--- src/rtl/axis_frame_transmitter.sv ---
// ---------------------------------------------------------------------------
// axis_frame_transmitter
//
// Byte-wide AXI-Stream frame source. Local logic pushes bytes into an
// internal FIFO, then pulses start with a frame length. The block emits
// exactly frame_len beats and marks the last one with Tlast. A 5-bit
// frame counter counts completed frames, matching the receiving end's
// frame_cnt so both ends can be compared directly.
//
// Ports:
//   clk          system clock, all logic on the rising edge
//   reset        synchronous, active-high reset
//   wr_en        push wr_data into the FIFO
//   wr_data      byte to push
//   fifo_full    FIFO holds DEPTH bytes
//   fifo_count   registered FIFO occupancy
//   wr_overflow  one-cycle pulse: wr_en while full, byte dropped
//   start        begin a frame (sampled only in IDLE)
//   frame_len    beats in the frame, sampled with start
//   busy         high while a frame is being sent (state == SEND)
//   T_valid_out  out_data holds a beat
//   T_ready      downstream accepts the beat
//   Tlast        qualifies the final beat of a frame
//   out_data     stream byte
//   frame_cnt    completed frames, wraps 31 -> 0
//
// Handshake: a beat transfers on a rising edge where T_valid_out and
// T_ready are both high. Once T_valid_out is raised, out_data, Tlast and
// T_valid_out stay stable until that transfer happens; valid never drops
// without a transfer, and never waits on T_ready before rising.
//
// The FSM has only two states, so busy is the direct view of the state
// register and serves as its debug output.
// ---------------------------------------------------------------------------
module axis_frame_transmitter #(
  parameter int DEPTH = 16,
  parameter int LEN_W = 8
) (
  input  logic                       clk,
  input  logic                       reset,
  input  logic                       wr_en,
  input  logic [7:0]                 wr_data,
  output logic                       fifo_full,
  output logic [$clog2(DEPTH):0]     fifo_count,
  output logic                       wr_overflow,
  input  logic                       start,
  input  logic [LEN_W-1:0]           frame_len,
  output logic                       busy,
  output logic                       T_valid_out,
  input  logic                       T_ready,
  output logic                       Tlast,
  output logic [7:0]                 out_data,
  output logic [4:0]                 frame_cnt
);

  localparam int AW = $clog2(DEPTH);
  localparam int CW = AW + 1;

  typedef enum logic {
    IDLE = 1'b0,
    SEND = 1'b1
  } state_t;

  // ---------------------------------------------------------------------
  // FIFO storage. Pointers are AW bits wide and wrap naturally because
  // DEPTH is a power of two; the separate count disambiguates full/empty.
  // ---------------------------------------------------------------------
  logic [7:0]    mem [DEPTH];
  logic [AW-1:0] wr_ptr_q;
  logic [AW-1:0] rd_ptr_q;
  logic [CW-1:0] count_q;
  logic          overflow_q;

  logic fifo_empty;
  logic push;
  logic pop;

  // ---------------------------------------------------------------------
  // Control / output stage registers and their next values
  // ---------------------------------------------------------------------
  state_t           state_q,     state_d;
  logic [LEN_W-1:0] remaining_q, remaining_d;
  logic             t_valid_q,   t_valid_d;
  logic             tlast_q,     tlast_d;
  logic [7:0]       out_data_q,  out_data_d;
  logic [4:0]       frame_cnt_q, frame_cnt_d;

  logic transfer;
  logic frame_done;
  logic load;

  // Full is taken from the registered count, so a pop in the same cycle
  // does not make room for a write in that cycle.
  assign fifo_empty = (count_q == '0);
  assign fifo_full  = (count_q == CW'(DEPTH));
  assign push       = wr_en && !fifo_full;

  assign transfer   = t_valid_q && T_ready;
  assign frame_done = transfer && tlast_q;

  // The output register can take a new byte when it is empty or its
  // current beat is leaving this cycle. Loading is what pops the FIFO.
  assign load = (state_q == SEND) && (remaining_q != '0) && !fifo_empty &&
                (!t_valid_q || T_ready);
  assign pop  = load;

  // ---------------------------------------------------------------------
  // FIFO write port (storage needs no reset; occupancy lives in count_q)
  // ---------------------------------------------------------------------
  always_ff @(posedge clk) begin
    if (push) begin
      mem[wr_ptr_q] <= wr_data;
    end
  end

  // ---------------------------------------------------------------------
  // FIFO pointers, occupancy and overflow flag
  // ---------------------------------------------------------------------
  always_ff @(posedge clk) begin
    if (reset) begin
      wr_ptr_q   <= '0;
      rd_ptr_q   <= '0;
      count_q    <= '0;
      overflow_q <= 1'b0;
    end else begin
      overflow_q <= wr_en && fifo_full;
      if (push) begin
        wr_ptr_q <= wr_ptr_q + AW'(1);
      end
      if (pop) begin
        rd_ptr_q <= rd_ptr_q + AW'(1);
      end
      case ({push, pop})
        2'b10:   count_q <= count_q + CW'(1);
        2'b01:   count_q <= count_q - CW'(1);
        default: count_q <= count_q;
      endcase
    end
  end

  // ---------------------------------------------------------------------
  // Next-state and output-stage logic
  // ---------------------------------------------------------------------
  always_comb begin
    state_d     = state_q;
    remaining_d = remaining_q;
    t_valid_d   = t_valid_q;
    tlast_d     = tlast_q;
    out_data_d  = out_data_q;
    frame_cnt_d = frame_cnt_q;

    case (state_q)
      IDLE: begin
        // A zero-length request has nothing to send and is dropped.
        if (start && (frame_len != '0)) begin
          state_d     = SEND;
          remaining_d = frame_len;
        end
      end

      SEND: begin
        if (load) begin
          out_data_d  = mem[rd_ptr_q];
          t_valid_d   = 1'b1;
          tlast_d     = (remaining_q == LEN_W'(1));
          remaining_d = remaining_q - LEN_W'(1);
        end else if (transfer) begin
          // Beat left and nothing replaced it: a bubble on underrun, or
          // the idle gap after the last beat.
          t_valid_d = 1'b0;
          tlast_d   = 1'b0;
        end

        // The last beat was loaded with remaining==1, so remaining is 0
        // here and no load can coincide with frame completion.
        if (frame_done) begin
          state_d     = IDLE;
          frame_cnt_d = frame_cnt_q + 5'd1;
        end
      end

      default: begin
        state_d = IDLE;
      end
    endcase
  end

  // ---------------------------------------------------------------------
  // State and output-stage registers. Reset abandons any frame in flight
  // without counting it.
  // ---------------------------------------------------------------------
  always_ff @(posedge clk) begin
    if (reset) begin
      state_q     <= IDLE;
      remaining_q <= '0;
      t_valid_q   <= 1'b0;
      tlast_q     <= 1'b0;
      out_data_q  <= 8'h00;
      frame_cnt_q <= 5'd0;
    end else begin
      state_q     <= state_d;
      remaining_q <= remaining_d;
      t_valid_q   <= t_valid_d;
      tlast_q     <= tlast_d;
      out_data_q  <= out_data_d;
      frame_cnt_q <= frame_cnt_d;
    end
  end

  // ---------------------------------------------------------------------
  // Outputs
  // ---------------------------------------------------------------------
  assign fifo_count  = count_q;
  assign wr_overflow = overflow_q;
  assign busy        = (state_q == SEND);
  assign T_valid_out = t_valid_q;
  assign Tlast       = tlast_q;
  assign out_data    = out_data_q;
  assign frame_cnt   = frame_cnt_q;

endmodule
--- config.mk ---
export PLATFORM = sky130hd
export DESIGN_NAME = axis_frame_transmitter
export DESIGN_NICKNAME = d
export VERILOG_FILES = /design/src/rtl/axis_frame_transmitter.sv
export SDC_FILE = /design/constraint.sdc
export NUM_CORES = 1
export LEC_CHECK = 0
export CAP_MARGIN = 20
export CELL_PAD_IN_SITES_DETAIL_PLACEMENT = 1
export CELL_PAD_IN_SITES_GLOBAL_PLACEMENT = 1
export CORE_UTILIZATION = 30
export DETAILED_ROUTE_END_ITERATION = 8
export HOLD_SLACK_MARGIN = 0.06
export PLACE_DENSITY = 0.64
export SLEW_MARGIN = 20
export SYNTH_ARGS = -nofsm -noshare
export SYNTH_HDL_FRONTEND = slang
export SYNTH_SLANG_ARGS = --single-unit
--- constraint.sdc ---
create_clock -name clk -period 4.02 [get_ports clk]
set_clock_uncertainty 0.1 [all_clocks]
set_input_delay 0.804 -clock clk [delete_from_list [all_inputs] [get_ports clk]]
set_output_delay 0.804 -clock clk [all_outputs]
set_load 0.005 [all_outputs]
* Word-level counts from Yosys, hierarchy flattened
Memories as Yosys holds them, arrays and structs flattened. A register that Yosys moved wholly into a read port is not among the register bits.
Index checks and enable logic that the tools add are counted.
** Cells by class
- Reductions and logical operators :: 21
- Equal/unequal tests :: 6
- Bitwise logic cells :: 1
- Multiplexer cells :: 12
- Add/sub/neg operators :: 6
** Operators with widths (count)
- $mux 8 :: 2
- $pmux 8 s2 :: 1
- $reduce_bool 8->1 :: 2
- $add 5x1->5 const B :: 2
- $pmux 5 s2 :: 1
- $add 4x1->4 const B :: 2
- $eq 8x1->1 const B :: 1
- $logic_and 1x1->1 :: 8
- $reduce_and 2->1 :: 4
- $sub 8x1->8 const B :: 1
- $mux 1 :: 7
- $eq 5x5->1 const B :: 1
- $logic_not 5->1 :: 1
- $sub 5x1->5 const B :: 1
- $ne 2x2->1 const B :: 2
- $reduce_bool 2->1 :: 2
- $logic_not 1->1 :: 3
- $eq 2x1->1 const B :: 1
- $eq 2x2->1 const B :: 1
- $pmux 1 s2 :: 1
- $logic_or 1x1->1 :: 1
- $not 1->1 :: 1
** Word-level totals
- Output and inout port bits :: 23
- Logic and storage cells :: 56
- Memory bits (writable) :: 128
- Bits in registers :: 30
- Bits of input ports :: 21
- Memories :: 1
** Memories
- mem :: depth 16, bits a word 8, read ports 1, clocked after memory_dff 1, write ports 1, line 68 : logic [7:0] mem [DEPTH];

* Longest topological paths before layout
Gate-level depths: netlist of the first run.
- Word-level depth :: 6
- Mapped depth :: 15
- Gate-level depth less buffers :: 14

* Least setup slack after synthesis of the first run
No wires, ideal clock.
- Kind :: input -> register
- From :: input T_ready
- To :: register count_q[4], in the netlist fifo_count[4]
- Path buffers :: 1
- Slack :: 0.532 ns
- Setup time :: 0.070 ns
- Stages on the path :: 13
- Arrival :: 3.318 ns
- Required time :: 3.850 ns
- Path through :: inv_1 -> a221o_2 -> or2_4 -> inv_1 -> buf_4 -> ha_1 -> inv_1 -> fa_1 -> nor2b_1 -> o21ai_0 -> and3_1 -> or4_1 -> a21oi_1
** On the way
- Cells in the longest elaborated chain, start to end :: 4
- Elaborated cells on any way between the ends :: 6
- Classes of those cells :: eq/ne (2); mux (1); reduce/logical (3)
** Ends and longest elaborated chain
- start: declaration :: line 50 : input logic T_ready,
- $logic_or 1x1->1 * :: line 104 : (!t_valid_q || T_ready);
- $logic_and 1x1->1 * :: line 103 : assign load = (state_q == SEND) && (remaining_q != '0) && !fifo_empty &&
- named net load :: line 90 : logic load;
- $eq 2x1->1 or $eq 2x2->1 (tied branches) :: line 133 : case ({push, pop})
- $pmux 5 s2 or $reduce_bool 2->1 (tied branches)
- end signal: assignment :: line 134 : 2'b10: count_q <= count_q + CW'(1);
- end signal: assignment :: line 135 : 2'b01: count_q <= count_q - CW'(1);
- end signal: assignment :: line 136 : default: count_q <= count_q;
- end: declaration :: line 71 : logic [CW-1:0] count_q;
Mark *: on every way through the listed nets, which the timed path passes. The rest lies on a longest branch.
A chain may end at the register's enable or synchronous reset.

* Worst setup path after layout of the first run
- From :: register remaining_q[0]
- To :: register count_q[4], in the netlist fifo_count[4]
** On the way
- Cells in the longest elaborated chain, start to end :: 6
- Elaborated cells on any way between the ends :: 8
- Classes of those cells :: eq/ne (2); mux (1); reduce/logical (5)
** Ends and longest elaborated chain
- start: declaration :: line 82 : logic [LEN_W-1:0] remaining_q, remaining_d;
- start signal: assignment :: line 202 : remaining_q <= remaining_d;
- $reduce_bool 8->1 * :: line 103
- $logic_and 1x1->1 * (3 in series) :: line 103
- $eq 2x1->1 or $eq 2x2->1 (tied branches) :: line 133
- $pmux 5 s2 or $reduce_bool 2->1 (tied branches)
Every way passes the cells marked *; elsewhere a longest branch is shown, timed or not.

==> results of run 1 <==
[critical path, delay by kind of cell, from the launching register on]
family                   cells  cell delay [ns]
AO/OA/AOI/OAI                3             0.48
adder cells (fa/ha/maj)      3             0.71
buffers and inverters        3             0.31
flip-flops                   1             0.34
AND/OR/NAND/NOR              5             1.57
[per-layer routing]
metal	share of wire, %	vias to the layer above	wire length, microns
met4	0.55	0	81
met5	0	-	0
met2	50	68	7490
li1	-	1813	-
met1	46	2006	6830
met3	3.0	4	438
[stage by stage]
stage	util, %	hold slack, ns	total power [mW]
after floorplan	-	0.350	2.33
after global placement	34.5	0.352	2.51
after detailed placement	34.5	0.351	2.54
after CTS	37.0	0.360	4.09
after global routing	37.0	0.378	4.21
final	37.0	0.357	4.04
[cell usage in the layout, fill, tap and decap left out, drive strengths merged, types with 7 or more instances in the layout]
master / n
edfxtp: 128
clkdlybuf4s50: 43
nand2: 40
nor2: 40
dfxtp: 38
mux4: 32
a21oi: 27
clkbuf: 19
inv: 19
buf: 18
a22oi: 16
ha: 12
xnor2: 8
o21ai: 8
nor3: 7
[kinds of logic (layout without fill, tap and decap cells)]
logic type,count (synthesis),in the layout,synth area share [%]
AOI/OAI and AO/OA,63,63,5.98
muxes,35,35,11.0
and+or+nand+nor,119,119,8.28
buffers and inverters,39,109,2.70
DFF,166,166,67.7
adders and majority gates,13,13,2.50
xor gates and xnor gates,14,14,1.80
[how the worst min path moves through the flow]
stage / start / to / slack (ns) / depth (start not counted)
6_report: out_data[3] / out_data[3] / 0.36 / 2
5_1_grt: out_data[3] / out_data[3] / 0.38 / 2
4_1_cts: out_data[3] / out_data[3] / 0.36 / 2
3_5_place_dp: out_data[3] / out_data[3] / 0.35 / 2
3_3_place_gp: out_data[3] / out_data[3] / 0.35 / 2
2_1_floorplan: out_data[2] / out_data[2] / 0.35 / 2
[final cells by class]
cell class,count,area share (%)
flip-flops and latches,166,56.5
multi-input cells,244,24.7
repair buffers,61,6.94
clock buffers,19,5.31
well taps,280,4.30
clock inverters,13,1.53
inverters,16,0.737
[power by group]
group / switching [mW] / total [mW] / internal, mW
clock: 0.682 / 1.54 / 0.862
sequential: 0.0761 / 1.98 / 1.91
combinational: 0.253 / 0.514 / 0.260
total: 1.01 / 4.04 / 3.03
[registers in the layout (all words and copies together), names as in the netlist]
signal / flops
wr_ptr_q: 4
wr_overflow: 1
busy: 1
Tlast: 1
rd_ptr_q: 4
mem: 128
frame_cnt: 5
T_valid_out: 1
remaining_q: 8
fifo_count: 5
out_data: 8
==> reports/qor.txt, run 1 <==
Yosys top cell area share = 56.5%
clock-pin slew of the registers on the worst-case setup and hold paths = 0.06 ns
chain of cells forming the critical path = inv_1 > ha_1 > nor3b_1 > and2_2 > or2_4 > inv_1 > ha_1 > buf_4 > ha_1 > nor2b_1 > o21ai_0 > a21oi_1 > or4_1 > a21oi_1
Distinct cells, synth = 47
Final Instance Count excl. Fillers = 799
final hold vios = 0
final critical-path setup slack = 0.445 ns
sequential element share of the synthesized area = 67.7%
syn avg cell area = 15.1 sq um
MaxCap Viol Count = 0
buffers from clock root to sink, at most = 2
Slowest Stage Delay on Critical Path = 0.50 ns
actual slew at the worst max-slew pin = 0.962 ns
gr ovfl total = 0
Max-Slew Margin vs Limit = 35.9%
class of the tightest hold or removal check = reg -> reg
footprint of the multi-input gates = 0.00201 sq mm
total track usage = 13.6%
Hold-fix buffers, CTS = 0
Synthesized Nets = 483
DRC errors left = 8
crit share post-route = 88.9%
WL per Instance = 18.6 microns
type of element launching the critical path = flip-flop
vias after detailed routing = 3891
peak ir drop on the vdd network = 0.277 mV
FF/Latch Area = 0.00461 sq mm
final net count = 540
launching instance or port of the critical path = remaining_q[0]
number of search-and-repair iterations in the first detailed-routing pass = 9
shortest clock period the worst path allows after layout = 3.58 ns
Critical Path End Type = flip-flop
Fillers = 2279
total clock buffers created by CTS = 17
arrival time of data at the critical path endpoint = 3.82 ns
result of the run = finished, violations left
post-CTS sizing = 0
die height = 153 microns
met3 routing resource usage after global routing = 3.70%
layout overhead on the synthesized area = 19.9%
final number of max-transition violations = 0
Fmax achieved = 0.280 GHz
met2 usage = 23.2%
global-route wire length before repair = 23.9 mm
total cell area at the placement stage = 0.00760 sq mm
worst setup path endpoint = fifo_count[4]
antenna diode count = 0
number of global-route vias before repair = 4283
remaining number of nets flagged by the antenna check after routing = 0
root cell of the clock tree = sky130_fd_sc_hd__clkbuf_16
Yosys top cell by area = sky130_fd_sc_hd__edfxtp_1
placed insts = 767
starting density of the core = 30.9%
layout cell share with drive strength beyond 1 = 17.1%
chip width = 153 microns
antenna violations before repair = 0
routed wire length = 14.8 mm
most common flop cell mapped by yosys = sky130_fd_sc_hd__edfxtp_1
number of synthesized flops with an enable pin = 128
post-detail-place hpwl = 10.3 mm
final weighted congestion of routability-driven global placement = 0.780
total core area = 0.0220 sq mm
synthesized instance count = 449
FP Rows = 54
setup slack after placement = 0.0528 ns
worst flop-to-flop path startpoint = remaining_q[0]
clock sink count = 166
largest net degree at the start of global routing = 35
GR peak layer = met2
number of I/O pins = 44
yosys synthesis warning count = 0
number of H-tree levels = 4
failing checks = design-rule violations
worst skew pair latency = 0.42 ns
unrepaired setup endpoints after global routing = false
final cell area excluding filler cells = 0.00815 sq mm
Worst Path Max Fanout = 4
Total Negative Setup Slacks = 0 ns
flop and latch count out of synthesis = 166
slowest library cell on the worst path = sky130_fd_sc_hd__nor3b_1
worst reg-to-reg setup slack = 0.44 ns
TritonCTS clock tree = built
Lkg Pwr = 2.64 nW
via density per instance = 4.87
# port buffers = 43
full die area = 0.0233 sq mm
met1 routing resource usage after global routing = 16.9%
power density over the cells = 495 mW/mm^2
Mapped Area = 0.00680 sq mm
post-synthesis async set-or-reset flop share = 0%
setup repair bufs after CTS = 0
count of routing violations after the opening detailed-route iteration = 168
Most common cell on crit path = sky130_fd_sc_hd__ha_1
Reg2Reg Depth = 14
Finish-stage setup viols = 0
leading cell type by number of instances after synthesis = sky130_fd_sc_hd__edfxtp_1
required time of the worst setup path = 4.27 ns
r2r endpoint = fifo_count[4]
crit path kind = reg -> reg
dominant cells by area after synthesis = sky130_fd_sc_hd__edfxtp_1 57%, sky130_fd_sc_hd__dfxtp_1 11%, sky130_fd_sc_hd__mux4_2 11%, sky130_fd_sc_hd__ha_1 2.2%, sky130_fd_sc_hd__nand2_1 2.2%
leading cell types by count after synthesis = 128 x sky130_fd_sc_hd__edfxtp_1, 40 x sky130_fd_sc_hd__nand2_1, 40 x sky130_fd_sc_hd__nor2_1
No activity file was read; power rests on OpenSTA's default activity.
==> inputs of run 2 (changes only) <==
Settings changed: PLACE_DENSITY 0.64 to 0.59.
==> reports/qor.txt, run 2 (synthesis results as in run 1) <==
result of the run = finished, violations left (unchanged)
failing checks = design-rule violations (unchanged)
global-route wire length before repair = 24.7 mm (was 23.9 mm)
die height = 153 microns (unchanged)
cell family with the largest share of critical-path delay = simple AND/OR/NAND/NOR gates (unchanged)
layout overhead on the synthesized area = 20.1% (was 19.9%)
class of the tightest hold or removal check = reg -> reg (unchanged)
Hold-fix buffers, CTS = 0 (unchanged)
post-detail-place hpwl = 10.5 mm (was 10.3 mm)
cell-internal power = 3.01 mW (was 3.03 mW)
final net count = 545 (was 540)
FP Rows = 54 (unchanged)
hold endpoint = out_data[2] (was out_data[3])
final hold vios = 0 (unchanged)
vias after detailed routing = 3991 (was 3891)
FF/Latch Area = 0.00461 sq mm (about the same)
remaining number of nets flagged by the antenna check after routing = 0 (unchanged)
Worst Path Max Fanout = 4 (unchanged)
TritonCTS clock tree = built (unchanged)
net switching power of the design = 0.997 mW (was 1.01 mW)
actual slew at the worst max-slew pin = 0.870 ns (was 0.962 ns)
worst skew pair latency = 0.43 ns (was 0.42 ns)
Tot Pwr = 4.01 mW (was 4.04 mW)
chain of cells forming the critical path = clkdlybuf4s50_1 > inv_1 > a221o_2 > or2_4 > inv_1 > ha_1 > inv_1 > fa_1 > nor2b_1 > o21ai_0 > and3_1 > or4_1 > a21oi_1 (was inv_1 > ha_1 > nor3b_1 > and2_2 > or2_4 > inv_1 > ha_1 > buf_4 > ha_1 > nor2b_1 > o21ai_0 > a21oi_1 > or4_1 > a21oi_1)
clock-pin slew of the registers on the worst-case setup and hold paths = 0.06 ns (about the same)
Worst Hold Depth = 2 (unchanged)
crit share post-route = 91.2% (was 88.9%)
most frequent standard cell in the layout excluding fill and tap cells = sky130_fd_sc_hd__edfxtp_1 (unchanged)
Critical Path End Type = flip-flop (unchanged)
layout cell share with drive strength beyond 1 = 17.2% (was 17.1%)
Total Negative Setup Slacks = 0 ns (unchanged)
slowest library cell on the worst path = sky130_fd_sc_hd__clkdlybuf4s50_1 (was sky130_fd_sc_hd__nor3b_1)
shortest clock period the worst path allows after layout = 3.67 ns (was 3.58 ns)
footprint of the multi-input gates = 0.00201 sq mm (unchanged)
largest net degree at the start of global routing = 35 (unchanged)
top register by number of flip-flops = mem (unchanged)
crit path kind = in -> reg (was reg -> reg)
antenna diode count = 0 (unchanged)
MaxCap Viol Count = 0 (unchanged)
sum of buffers and inverters on the critical path = 4 (was 3)
number of flip-flops in the largest register = 128 (unchanged)
leading cell types in the layout, fill and taps excluded = 128 x sky130_fd_sc_hd__edfxtp_1, 43 x sky130_fd_sc_hd__clkdlybuf4s50_1, 40 x sky130_fd_sc_hd__nand2_1, 40 x sky130_fd_sc_hd__nor2_1, 37 x sky130_fd_sc_hd__dfxtp_1 (was 128 x sky130_fd_sc_hd__edfxtp_1, 43 x sky130_fd_sc_hd__clkdlybuf4s50_1, 40 x sky130_fd_sc_hd__nand2_1, 40 x sky130_fd_sc_hd__nor2_1, 36 x sky130_fd_sc_hd__dfxtp_1)
Finish-stage setup viols = 0 (unchanged)
Fmax achieved = 0.273 GHz (was 0.280 GHz)
required time of the worst setup path = 4.28 ns (was 4.27 ns)
Most common cell on crit path = sky130_fd_sc_hd__inv_1 (was sky130_fd_sc_hd__ha_1)
unrepaired setup endpoints after global routing = false (unchanged)
power share of the clock group = 37.9% (was 38.2%)
# port buffers = 43 (unchanged)
total core area = 0.0220 sq mm (unchanged)
total clock buffers created by CTS = 17 (unchanged)
peak ir drop on the vdd network = 0.272 mV (was 0.277 mV)
buffers from clock root to sink, at most = 2 (unchanged)
full die area = 0.0233 sq mm (unchanged)
Lkg Pwr = 2.66 nW (was 2.64 nW)
final core utilization = 37.1% (was 37.0%)
number of global-route vias before repair = 4334 (was 4283)
gr ovfl total = 0 (unchanged)
r2r endpoint = fifo_count[4] (unchanged)
arrival time of data at the critical path endpoint = 3.92 ns (was 3.82 ns)
DRC errors left = 7 (was 8)
count of routing violations after the opening detailed-route iteration = 167 (was 168)
routed wire length = 15.7 mm (was 14.8 mm)
Fillers = 2272 (was 2279)
Reg2Reg Depth = 13 (was 14)
starting density of the core = 30.9% (unchanged)
chip width = 153 microns (unchanged)
worst reg-to-reg setup slack = 0.52 ns (was 0.44 ns)
combinational share of power = 12.7% (about the same)
proportion of total power due to net switching = 24.9% (was 25.0%)
Slowest Stage Delay on Critical Path = 0.51 ns (was 0.50 ns)
Max-Slew Margin vs Limit = 41.8% (was 35.9%)
number of H-tree levels = 4 (unchanged)
type of element launching the critical path = input pin (was flip-flop)
number of I/O pins = 44 (unchanged)
total track usage = 14.3% (was 13.6%)
final number of max-transition violations = 0 (unchanged)
setup repair bufs after CTS = 0 (unchanged)
number of search-and-repair iterations in the first detailed-routing pass = 6 (was 9)
worst flop-to-flop path startpoint = remaining_q[0] (unchanged)
via density per instance = 4.96 (was 4.87)
clock sink count = 166 (unchanged)
antenna violations before repair = 0 (unchanged)
sequential power share = 49.4% (was 49.1%)
final weighted congestion of routability-driven global placement = 0.781 (was 0.780)
post-CTS sizing = 0 (unchanged)
power density over the cells = 490 mW/mm^2 (was 495 mW/mm^2)
WL per Instance = 19.6 microns (was 18.6 microns)
root cell of the clock tree = sky130_fd_sc_hd__clkbuf_16 (unchanged)
Worst Min Path Start = out_data[2] (was out_data[3])
-- run 2: cell types whose count changed in the layout (fill, tap and decap cells not counted) --
cell | previous run | this run
sky130_fd_sc_hd__inv_8 | 2 | 0
sky130_fd_sc_hd__clkinv_4 | 3 | 1
sky130_fd_sc_hd__buf_4 | 18 | 23
sky130_fd_sc_hd__inv_6 | 1 | 2
sky130_fd_sc_hd__dfxtp_1 | 36 | 37
sky130_fd_sc_hd__dfxtp_2 | 2 | 1
sky130_fd_sc_hd__clkinv_1 | 0 | 3
-- run 2: area by class of cell --
type	count	area share, %
multi-input cells	244	24.6
well taps	280	4.29
repair buffers	66	7.38
inverters	16	0.735
clock inverters	13	1.29
flip-flops and latches	166	56.4
clock buffers	19	5.30
-- run 2: worst max-delay path by stage --
stage / start / endpoint / slack, ns / cells past startpoint
CTS: T_ready / fifo_count[4] / 0.36 / 13
detailed placement: T_ready / fifo_count[4] / -0.08 / 13
floorplan: T_ready / fifo_count[4] / 0.53 / 13
finish: T_ready / fifo_count[4] / 0.35 / 13
global route: T_ready / fifo_count[4] / 0.22 / 13
global placement: T_ready / fifo_count[4] / 0.11 / 13
-- run 2: power by group through the flow --
stage	registers, mW	logic [mW]	clock network, mW
after detailed placement	2.02	0.518	0
after CTS	1.98	0.520	1.56
after floorplan	1.98	0.353	0
final	1.98	0.509	1.52
after global placement	2.01	0.501	0
after global routing	1.99	0.563	1.62
-- run 2: tightest hold or removal path, cell delays in order, from the launching register on --
cell and delay [ns]:
sky130_fd_sc_hd__dfxtp_1 0.31, sky130_fd_sc_hd__nand2_1 0.05, sky130_fd_sc_hd__a21oi_1 0.05
-- run 2: routing by layer --
metal	GRT usage, %	vias up	part of all wire, %
met1	18.0	2068	44
met2	24.0	77	51
met4	4.81	0	1.3
met3	3.56	15	4.0
met5	0	-	0
li1	-	1831	-
-- run 2: per-stage QoR --
step	hold slack [ns]	area, sq um	setup slack, ns	instances
finish	0.359	8170	0.355	804
global route	0.379	8170	0.223	804
CTS	0.363	8170	0.356	804
detailed placement	0.354	7630	-0.0753	772
global placement	0.348	7630	0.114	772
floorplan	0.350	6800	0.532	449
==> inputs of run 3 (changes only) <==
Settings changed: CTS_BUF_LIST set to sky130_fd_sc_hd__clkbuf_8, REMOVE_ABC_BUFFERS set to 1.
Clock period 4.02 ns to 4.3 ns, I/O delays scaled along.
==> reports/qor.txt, run 3 (synthesis results as in run 1) <==
final hold vios = 0 (unchanged)
unrepaired setup endpoints after global routing = false (unchanged)
type of element launching the critical path = input pin (unchanged)
antenna diode count = 0 (unchanged)
Reg2Reg Depth = 13 (unchanged)
count of routing violations after the opening detailed-route iteration = 245 (was 167)
peak ir drop on the vdd network = 0.206 mV (was 0.272 mV)
top register by number of flip-flops = mem (unchanged)
buffers from clock root to sink, at most = 2 (unchanged)
number of I/O pins = 44 (unchanged)
failing checks = design-rule violations (unchanged)
cell family with the largest share of critical-path delay = simple AND/OR/NAND/NOR gates (unchanged)
arrival time of data at the critical path endpoint = 3.99 ns (was 3.92 ns)
clock-pin slew of the registers on the worst-case setup and hold paths = 0.09 ns (was 0.06 ns)
final critical-path setup slack = 0.590 ns (was 0.355 ns)
final number of max-transition violations = 0 (unchanged)
post-detail-place hpwl = 9.93 mm (was 10.5 mm)
total clock buffers created by CTS = 17 (unchanged)
number of global-route vias before repair = 4254 (was 4334)
crit path kind = in -> reg (unchanged)
required time of the worst setup path = 4.58 ns (was 4.28 ns)
setup slack after placement = 0.146 ns (was -0.0753 ns)
hold endpoint = out_data[2] (unchanged)
sum of buffers and inverters on the critical path = 4 (unchanged)
final weighted congestion of routability-driven global placement = 0.751 (was 0.781)
worst reg-to-reg setup slack = 0.78 ns (was 0.52 ns)
shortest clock period the worst path allows after layout = 3.71 ns
chain of cells forming the critical path = clkdlybuf4s50_1 > inv_1 > a221o_2 > or2_4 > inv_1 > ha_1 > inv_1 > fa_1 > nor2b_1 > o21ai_0 > and3_1 > or4_1 > a21oi_1 (unchanged)
number of H-tree levels = 4 (unchanged)
Max-Slew Margin vs Limit = 35.5% (was 41.8%)
leading cell types in the layout, fill and taps excluded = 128 x sky130_fd_sc_hd__edfxtp_1, 43 x sky130_fd_sc_hd__clkdlybuf4s50_1, 40 x sky130_fd_sc_hd__nand2_1, 40 x sky130_fd_sc_hd__nor2_1, 36 x sky130_fd_sc_hd__dfxtp_1 (was 128 x sky130_fd_sc_hd__edfxtp_1, 43 x sky130_fd_sc_hd__clkdlybuf4s50_1, 40 x sky130_fd_sc_hd__nand2_1, 40 x sky130_fd_sc_hd__nor2_1, 37 x sky130_fd_sc_hd__dfxtp_1)
gr ovfl total = 0 (unchanged)
Worst Path Max Fanout = 6 (was 4)
footprint of the multi-input gates = 0.00201 sq mm (unchanged)
Slowest Stage Delay on Critical Path = 0.50 ns (was 0.51 ns)
launching instance or port of the critical path = T_ready (unchanged)
total track usage = 13.8% (was 14.3%)
Hold-fix buffers, CTS = 0 (unchanged)
actual slew at the worst max-slew pin = 0.967 ns (was 0.870 ns)
FP Rows = 54 (unchanged)
Lkg Pwr = 2.55 nW (was 2.66 nW)
Worst Hold Depth = 2 (unchanged)
total core area = 0.0220 sq mm (unchanged)
layout overhead on the synthesized area = 17.3% (was 20.1%)
crit share post-route = 86.3%
Critical Path End Type = flip-flop (unchanged)
starting density of the core = 30.9% (unchanged)
layout cell share with drive strength beyond 1 = 16.9% (was 17.2%)
root cell of the clock tree = sky130_fd_sc_hd__clkbuf_8 (was sky130_fd_sc_hd__clkbuf_16)
power density over the cells = 437 mW/mm^2 (was 490 mW/mm^2)
final core utilization = 36.2% (was 37.1%)
worst hold slack = 0.365 ns (was 0.359 ns)
antenna violations before repair = 0 (unchanged)
largest net degree at the start of global routing = 36 (was 35)
number of flip-flops in the largest register = 128 (unchanged)
full die area = 0.0233 sq mm (unchanged)
post-CTS sizing = 0 (unchanged)
Final Instance Count excl. Fillers = 795 (was 804)
Fillers = 2301 (was 2272)
r2r endpoint = fifo_count[4] (unchanged)
Total Negative Setup Slacks = 0 ns (unchanged)
result of the run = finished, violations left (unchanged)
# port buffers = 43 (unchanged)
setup repair bufs after CTS = 0 (unchanged)
chip width = 153 microns (unchanged)
Most common cell on crit path = sky130_fd_sc_hd__inv_1 (unchanged)
Finish-stage setup viols = 0 (unchanged)
Worst Min Path Start = out_data[2] (unchanged)
class of the tightest hold or removal check = reg -> reg (unchanged)
via density per instance = 4.90 (was 4.96)
TritonCTS clock tree = built (unchanged)
most frequent standard cell in the layout excluding fill and tap cells = sky130_fd_sc_hd__edfxtp_1 (unchanged)
number of search-and-repair iterations in the first detailed-routing pass = 8 (was 6)
DRC errors left = 8 (was 7)
FF/Latch Area = 0.00461 sq mm (about the same)
final net count = 536 (was 545)
vias after detailed routing = 3895 (was 3991)
worst flop-to-flop path startpoint = remaining_q[0] (unchanged)
WL per Instance = 19.0 microns (was 19.6 microns)
remaining number of nets flagged by the antenna check after routing = 0 (unchanged)
Fmax achieved = 0.270 GHz
placed insts = 763 (was 772)
slowest library cell on the worst path = sky130_fd_sc_hd__clkdlybuf4s50_1 (unchanged)
clock sink count = 166 (unchanged)
die height = 153 microns (unchanged)
routed wire length = 15.1 mm (was 15.7 mm)
global-route wire length before repair = 24.1 mm (was 24.7 mm)
MaxCap Viol Count = 0 (unchanged)
worst skew pair latency = 0.45 ns (was 0.43 ns)
[run 3: metrics by stage]
step	instance area (sq um)	power (mW)
5_1_grt	7980	3.65
6_report	7980	3.49
3_5_place_dp	7570	2.37
2_1_floorplan	6680	2.16
3_3_place_gp	7570	2.34
4_1_cts	7980	3.54
[run 3: area by class of cell]
cell class	count	area share (%)
flip-flops and latches	166	57.7
repair buffers	57	6.71
clock inverters	15	2.24
inverters	16	0.753
clock buffers	17	2.93
multi-input cells	244	25.2
well taps	280	4.39
[run 3: per-layer routing]
metal  GRT usage [%]  share of wire [%]  up-vias
met5               0                  0        -
met4            4.04               0.74        0
met3            3.61                3.3        6
met2            24.2                 51       68
met1            16.8                 45     2012
li1                -                  -     1809
[run 3: how the worst max path moves through the flow]
stage / to / slack [ns] / depth (start not counted)
5_1_grt: fifo_count[4] / 0.39 / 13
3_5_place_dp: fifo_count[4] / 0.15 / 13
6_report: fifo_count[4] / 0.59 / 13
3_3_place_gp: fifo_count[4] / 0.28 / 13
4_1_cts: fifo_count[4] / 0.62 / 13
2_1_floorplan: fifo_count[4] / 0.68 / 12
[run 3: power by group]
group          internal (mW)  switching, mW  total, mW
Clock                  0.576          0.592       1.17
Combinational          0.236          0.253      0.490
Sequential              1.78         0.0491       1.83
[run 3: tightest hold or removal path: cells and delay by family (launching register included)]
family	cells	cell delay [ns]
compound gates	1	0.05
flops	1	0.32
simple gates	1	0.05
